## src/rtl/usb_rx_pkg.sv

```systemverilog
// Shared types and defaults for the USB receive-path bit unstuffer.
package usb_rx_pkg;

  typedef enum logic [1:0] {
    IDLE  = 2'd0,
    COUNT = 2'd1,
    STRIP = 2'd2,
    ERROR = 2'd3
  } unstuff_state_t;

  localparam int USB_STUFF_LEN = 6;

endpackage

```

## src/rtl/usb_rx_ones_counter.sv

```systemverilog
// Saturating run-of-ones counter used by the bit unstuffer.
// clr has priority over inc; the count never wraps past LIMIT.
module usb_rx_ones_counter #(
  parameter int LIMIT = 6
) (
  input  logic       clk,
  input  logic       rst,
  input  logic       clr,
  input  logic       inc,
  output logic [3:0] cnt,
  output logic       at_limit
);

  localparam logic [3:0] LIMIT_V = 4'(LIMIT);

  assign at_limit = (cnt == LIMIT_V);

  // Count consecutive ones, holding at LIMIT
  always_ff @(posedge clk) begin
    if (rst) begin
      cnt <= 4'd0;
    end else if (clr) begin
      cnt <= 4'd0;
    end else if (inc && !at_limit) begin
      cnt <= cnt + 4'd1;
    end
  end

endmodule

```

## src/rtl/usb_rx_bit_unstuffer.sv

```systemverilog
// USB receive bit unstuffer: forwards NRZI-decoded data bits, drops the
// stuffed 0 that follows STUFF_LEN ones, and flags a sticky stuff violation.
// Optional build macro UNSTUFF_STATS_EN adds the stuff_count output, the
// number of stuffed bits removed in the current packet (saturating).
module usb_rx_bit_unstuffer
  import usb_rx_pkg::*;
#(
  parameter int STUFF_LEN = USB_STUFF_LEN
) (
  input  logic       clk,
  input  logic       rst,
  input  logic       shift_en,
  input  logic       d_in,
  input  logic       rcving,
  input  logic       d_eop,
  output logic       bit_out,
  output logic       bit_valid,
  output logic       strip_pulse,
  output logic       stuff_err
`ifdef UNSTUFF_STATS_EN
  ,
  output logic [7:0] stuff_count
`endif
);

  localparam logic [3:0] LIMIT_M1 = 4'(STUFF_LEN - 1);

  unstuff_state_t state;
  logic [3:0]     ones_cnt;
  logic           at_limit;
  logic           pkt_end;
  logic           pkt_start;
  logic           take_data;
  logic           reach_limit;
  logic           strip_now;
  logic           viol_now;
  logic           cnt_clr;
  logic           cnt_inc;

  // Packet end wins over any bit sampled in the same cycle
  assign pkt_end     = d_eop || !rcving;
  assign pkt_start   = (state == IDLE) && !pkt_end;
  assign take_data   = !pkt_end && (state == COUNT) && shift_en;
  assign reach_limit = take_data && d_in && (ones_cnt == LIMIT_M1);
  // In STRIP the counter sits at its limit, so a 1 here is a missing stuffed 0
  assign viol_now    = !pkt_end && (state == STRIP) && shift_en && d_in && at_limit;
  assign strip_now   = !pkt_end && (state == STRIP) && shift_en && !viol_now;

  assign cnt_clr = pkt_end || (state == IDLE) || (take_data && !d_in) || strip_now;
  assign cnt_inc = take_data && d_in;

  usb_rx_ones_counter #(
    .LIMIT (STUFF_LEN)
  ) u_ones (
    .clk      (clk),
    .rst      (rst),
    .clr      (cnt_clr),
    .inc      (cnt_inc),
    .cnt      (ones_cnt),
    .at_limit (at_limit)
  );

  // Unstuff FSM with registered strobes, data bit and sticky error
  always_ff @(posedge clk) begin
    if (rst) begin
      state       <= IDLE;
      bit_out     <= 1'b0;
      bit_valid   <= 1'b0;
      strip_pulse <= 1'b0;
      stuff_err   <= 1'b0;
    end else begin
      bit_valid   <= 1'b0;
      strip_pulse <= 1'b0;
      if (pkt_end) begin
        state <= IDLE;
      end else begin
        case (state)
          IDLE: begin
            state     <= COUNT;
            stuff_err <= 1'b0;
          end
          COUNT: begin
            if (take_data) begin
              bit_valid <= 1'b1;
              bit_out   <= d_in;
              if (reach_limit) begin
                state <= STRIP;
              end
            end
          end
          STRIP: begin
            if (viol_now) begin
              stuff_err <= 1'b1;
              state     <= ERROR;
            end else if (strip_now) begin
              strip_pulse <= 1'b1;
              state       <= COUNT;
            end
          end
          ERROR: begin
            state <= ERROR;
          end
          default: begin
            state <= IDLE;
          end
        endcase
      end
    end
  end

`ifdef UNSTUFF_STATS_EN
  // Per-packet count of removed stuffed bits, saturating at 8'hFF
  always_ff @(posedge clk) begin
    if (rst) begin
      stuff_count <= 8'd0;
    end else if (pkt_start) begin
      stuff_count <= 8'd0;
    end else if (strip_now && (stuff_count != 8'hFF)) begin
      stuff_count <= stuff_count + 8'd1;
    end
  end
`endif

endmodule

```

## config.mk

```make
export PLATFORM = sky130hd
export DESIGN_NAME = usb_rx_bit_unstuffer
export DESIGN_NICKNAME = d
export VERILOG_FILES = /design/src/rtl/usb_rx_pkg.sv /design/src/rtl/usb_rx_ones_counter.sv /design/src/rtl/usb_rx_bit_unstuffer.sv
export SDC_FILE = /design/constraint.sdc
export NUM_CORES = 1
export LEC_CHECK = 0
export BUFFER_PORTS_ARGS = -buffer_cell sky130_fd_sc_hd__buf_2
export CAP_MARGIN = 10
export CORE_AREA = 2 2 39 41
export CTS_CLUSTER_SIZE = 8
export DETAILED_ROUTE_END_ITERATION = 16
export DIE_AREA = 0 0 41 43
export PLACE_DENSITY = 0.68
export SYNTH_ARGS = -nofsm -noshare
export SYNTH_HDL_FRONTEND = slang
export SYNTH_SLANG_ARGS = --single-unit
```

## constraint.sdc

```tcl
create_clock -name clk -period 1.62 [get_ports clk]
set_input_delay 0.081 -clock clk [delete_from_list [all_inputs] [get_ports clk]]
set_output_delay 0.081 -clock clk [all_outputs]
set_load 0.03 [all_outputs]
```

# [After elaboration in Yosys (flattened, before gate mapping)]
# Cells that the tools add are included.
[classes] addsub=1 n_eq_ne=9 muxes=9 bitwise=3 n_reduce_logical=29
[ops] op="logical AND 1 bit" n=11
[ops] op="AND reduction 3 bit" n=3
[ops] op="equality test 4 x 3 -> 1 bit, second input constant" n=2
[ops] op="two-way mux 2 bit" n=4
[ops] op="case mux 2 bit (4 select lines)" n=1
[ops] op="inequality test 2 bit, second input constant" n=3
[ops] op="logical NOT 1 bit" n=5
[ops] op="adder 4 x 1 -> 4 bit, second input constant" n=1
[ops] op="equality test 2 bit, second input constant" n=2
[ops] op="logical OR 1 bit" n=4
[ops] op="OR reduction 2 bit" n=2
[ops] op="OR reduction 4 bit" n=1
[ops] op="two-way mux 1 bit" n=3
[ops] op="inequality test 3 bit, second input constant" n=1
[ops] op="NOT 1 bit" n=3
[ops] op="OR reduction 3 bit" n=1
[ops] op="equality test 2 x 1 -> 1 bit, second input constant" n=1
[ops] op="logical NOT 2 bit" n=1
[ops] op="case mux 1 bit (2 select lines)" n=1
[ops] op="nonzero test 2 bit" n=1
[totals] reg_bits=10 input_bits=6 output_inout_bits=4

# [Longest topological paths before layout]
[depth] depth_word=12 ltp_mapped=6 mapped_depth_nobuf=6

# [Modules after synthesis]
# From an unflattened synthesis, not the netlist that was laid out.
[unflattened] hier_cells=59 hier_area_um2=523.0
[by_module_without_submodules] mod="usb_rx_bit_unstuffer" instances=1 cells_each=35 area_per_inst_um2=299.0 seq_area_each_um2=120.1
[by_module_without_submodules] mod="usb_rx_ones_counter" instances=1 cells_each=24 area_per_inst_um2=224.0 seq_area_each_um2=80.1

# [Worst setup path after synthesis]
# No wires, ideal clock.
[synth_path] path_type="reg-to-reg" startpoint="register u_ones.cnt[0]" endpoint="register u_ones.cnt[3]" setup_ps=68 arrival_ps=1455 slack_ps=97 stages_incl_launch_ff=6 synth_period_minus_slack_ps=1523 path_cell_list="dfxtp_1 -> inv_1 -> ha_1 -> and3b_1 -> or4_4 -> a21oi_2"
[synth_via] elab_chain_len=6 elab_cells_between_ends=9
[synth_rtl] item="start: declaration" line="usb_rx_ones_counter.sv:10" source="output logic [3:0] cnt,"
[synth_rtl] item="start signal: assignment" line="usb_rx_ones_counter.sv:25" source="cnt <= cnt + 4'd1;"
[synth_rtl] item="equality test 4 x 3 -> 1 bit" line="usb_rx_ones_counter.sv:16" source="assign at_limit = (cnt == LIMIT_V);"
[synth_rtl] item="logical AND 1 bit" line="usb_rx_bit_unstuffer.sv:46" source="assign viol_now = !pkt_end && (state == STRIP) && shift_en && d_in && at_limit;"
[synth_rtl] item="logical NOT 1 bit" line="usb_rx_bit_unstuffer.sv:47" source="assign strip_now = !pkt_end && (state == STRIP) && shift_en && !viol_now;"
[synth_rtl] item="logical AND 1 bit" line="usb_rx_bit_unstuffer.sv:47"
[synth_rtl] item="logical OR 1 bit" line="usb_rx_bit_unstuffer.sv:49" source="assign cnt_clr = pkt_end || (state == IDLE) || (take_data && !d_in) || strip_now;"
[synth_rtl] item="OR reduction 2 bit (no line)"
# Parallel ways exist; a longest one is shown, timed or not.
# A chain may end at the register's enable or synchronous reset.

# [Final worst setup path]
[layout_path] startpoint="register state[1]" endpoint="register u_ones.cnt[3]"
[layout_via] elab_chain_len=9 elab_cells_between_ends=18
[layout_rtl] item="start: declaration" line="usb_rx_bit_unstuffer.sv:28" source="unstuff_state_t state;"
[layout_rtl] item="start signal: assignment" line="usb_rx_bit_unstuffer.sv:66" source="state <= IDLE;"
[layout_rtl] item="start signal: assignment" line="usb_rx_bit_unstuffer.sv:75" source="state <= IDLE;"
[layout_rtl] item="start signal: assignment" line="usb_rx_bit_unstuffer.sv:79" source="state <= COUNT;"
[layout_rtl] item="equality test 2 bit" line="usb_rx_bit_unstuffer.sv:46, usb_rx_bit_unstuffer.sv:47"
[layout_rtl] item="logical AND 1 bit (2 in series)" line="usb_rx_bit_unstuffer.sv:46, usb_rx_bit_unstuffer.sv:47"
[layout_rtl] item="logical AND 1 bit (2 in series)" line="usb_rx_bit_unstuffer.sv:46"
[layout_rtl] item="logical NOT 1 bit" line="usb_rx_bit_unstuffer.sv:47"
[layout_rtl] item="logical AND 1 bit" line="usb_rx_bit_unstuffer.sv:47"
[layout_rtl] item="logical OR 1 bit" line="usb_rx_bit_unstuffer.sv:49"
[layout_rtl] item="OR reduction 2 bit (no line)"
# Parallel ways exist; a longest one is shown, timed or not.

==> results_dict.tcl <==
set metrics [dict create \
    slew_violations 0 \
    synth_top_area_share_pct 41.34 \
    cts_root_buffer "clkbuf_4" \
    rows 14 \
    rsz0062_at_grt "no" \
    min_period_ns 1.518 \
    synthTopCellsByCount "dfxtp_1 (10), nor2_1 (8)" \
    crit_path_end_kind "flop" \
    path_delay_family "simple AND/OR/NAND/NOR gates" \
    detail-route-antenna-nets 0 \
    tightest_slew_ns 0.3700 \
    hold_viol 0 \
    chipWidth_microns 41 \
    critPathRequiredTime_ns 1.82 \
    synth_nets 62 \
    synthCells 53 \
    register_area_sq_um 201.4 \
    relSlewSlack_pct 75.22 \
    fin_nets 81 \
    numCtsBuffers 3 \
    async_flop_share_pct 0 \
    hold_class "in2reg" \
    start_util_pct 34.99 \
    multiInputGateArea_sq_um 272.8 \
    first_pass_iters 4 \
    yosys.area.top_type "dfxtp_1" \
    grt.total_usage_pct 13.47 \
    routedWlPerCell_microns 11.26 \
    drc 0 \
    syn_avg_cell_area_sq_um 9.136 \
    grt_max_degree 8 \
    max-vdd-ir-drop_uv 471.9 \
    postLayoutCoreUtil_pct 45.30 \
    ys_warn_count 0 \
    synthFlopType "dfxtp_1" \
    grt_pass1_vias 412 \
    grt_pass1_wl_mm 1.580 \
    fin_crit_sh_pct 93.71 \
    grt_overflow 0 \
    wirelength_microns 980 \
    antenna_cells 0 \
    die_area_sq_um 1763 \
    finalSetupTns_ns 0 \
    maxCapViolCount 0 \
    portBuffers 9 \
    synthToLayoutAreaGrowth_pct 29.46 \
    outcome "complete, no violations" \
    place_congestion 0.7088 \
    ys_types 27 \
    cpPeakStageDelay_ns 0.49 \
    crit_chain "nand4b_2 > or2_1 > or4_4 > a21oi_2" \
    fmax_ghz 0.6587 \
    drt_iter0_markers 7 \
    place_ws_ns 0.06061 \
    instances_no_fill 87 \
    path_max_fanout 4 \
    core_sq_um 1384 \
    path_clk_slew_ns 0.07 \
    num-fill-cells 141 \
    yosysSeqAreaShare_pct 41.34 \
    num_vias 451 \
    die_height_microns 43 \
    synth_top_cells_by_area "dfxtp_1 (41%), ha_1 (7.8%), nor2_1 (6.2%)" \
    clkSinkCount 10 \
    critPathKind "reg2reg" \
    synth_area_sq_um 484.2 \
    worstPathArrival_ns 1.72 \
    yosys_register_bits 10 \
    post-cts-setup-buffer-count 0 \
    synth-edff-count 0 \
    synth.most_common_cell "dfxtp_1" \
    viasPerCell 5.184 \
    setup_ws_ns 0.1019 \
    p_per_area_nw_per_um2 800.5 \
    cts_tree "done" \
    startpoint_type "flop" \
    hpwl_microns 791.5 \
    path_buf_inv 0 \
    clock_latency_ns 0.27 \
    slowest_stage "or4_4" \
    power_leakage_nw 0.2550 \
    skew_ns 0.008688 \
    clock_path_buffers 2 \
    final_layout_size_suffix_gt1_share_pct 30.99 \
    finalSetupViolations 0 \
    ios 10 \
    htreeDepth 1 \
    grt_antenna_before_repair 0 \
    place_inst 82 \
]
## cell type report
| class | count | area share, % |
|---|---|---|
| Clock buffer | 4 | 5.788 |
| Inverter | 3 | 1.796 |
| Multi-Input combinational cell | 40 | 43.51 |
| Sequential cell | 10 | 32.14 |
| Tap cell | 16 | 3.194 |
| Timing Repair Buffer | 14 | 13.57 |
## sequential cells by signal (all words and copies together), names as in the netlist
signal / flops
strip_pulse: 1
state: 2
bit_valid: 1
u_ones.cnt: 4
bit_out: 1
stuff_err: 1
## path summary, 6_finish.rpt
kind,start,slack [ns],cells past startpoint,endpoint
worst min register to register,bit_out$_SDFFE_PP0P_,0.46,2,bit_out$_SDFFE_PP0P_
worst min-delay path,d_in,0.15,3,stuff_err$_SDFFE_PP0P_
worst max register to register,state[1]$_SDFFE_PP0P_,0.10,4,u_ones.cnt[3]$_SDFFE_PP0P_
worst max-delay path,state[1]$_SDFFE_PP0P_,0.10,4,u_ones.cnt[3]$_SDFFE_PP0P_
## worst min-delay path: stages
cell and delay [ns]:
buf_2 0.13, a31oi_1 0.12, nor3_1 0.05
## routing by layer
| layer | vias to the layer above | GRT usage (%) | routed length (microns) |
|---|---|---|---|
| met1 | 207 | 14.19 | 421 |
| met2 | 14 | 19.69 | 465 |
| met3 | 4 | 8.377 | 75 |
| li1 | 226 | - | - |
| met4 | 0 | 7.333 | 19 |
| met5 | - | 0 | 0 |
## cell families (layout without fill, tap and decap cells)
kind of cell,after synthesis,in the layout,share of synthesized area [%]
DFF,10,10,41.34
AOI/OAI and AO/OA,9,9,13.18
xor gates and xnor gates,2,2,3.618
and+or+nand+nor,26,26,31.78
adders and majority gates,3,3,7.753
buffers and inverters,3,21,2.325
## power by group
group	internal [mW]	switching (mW)
logic	0.0117	0.0130
clock network	0.137	0.0913
registers	0.247	0.00201
total	0.396	0.106
## what timing repair did
| action | 4_1_cts | 5_1_grt |
|---|---|---|
| hold endpoints to repair | 2 | 0 |
| setup endpoints to repair | 0 | 1 |
| hold buffers | 1 | 0 |
| gates resized for setup | 0 | 1 |
## placed cells by master (no fill, tap or decap), types with 2 or more instances in the layout
cell type / instances
nor3_1: 3
nand2_1: 3
ha_1: 3
buf_4: 4
clkbuf_4: 3
inv_1: 3
xnor2_1: 2
nor2_1: 8
dfxtp_1: 9
nand3b_1: 2
buf_2: 9
## per-stage QoR
| stage | cell area, sq um | hold slack [ns] | power (mW) |
|---|---|---|---|
| after floorplan | 484.2 | 0.1501 | 0.2654 |
| after global placement | 579.3 | 0.2970 | 0.2767 |
| after detailed placement | 579.3 | 0.2929 | 0.2773 |
| after CTS | 625.6 | 0.1491 | 0.5095 |
| after global routing | 626.9 | 0.2043 | 0.5251 |
| final | 626.9 | 0.1528 | 0.5018 |
Note: power is estimated with default switching activity, not from simulation.
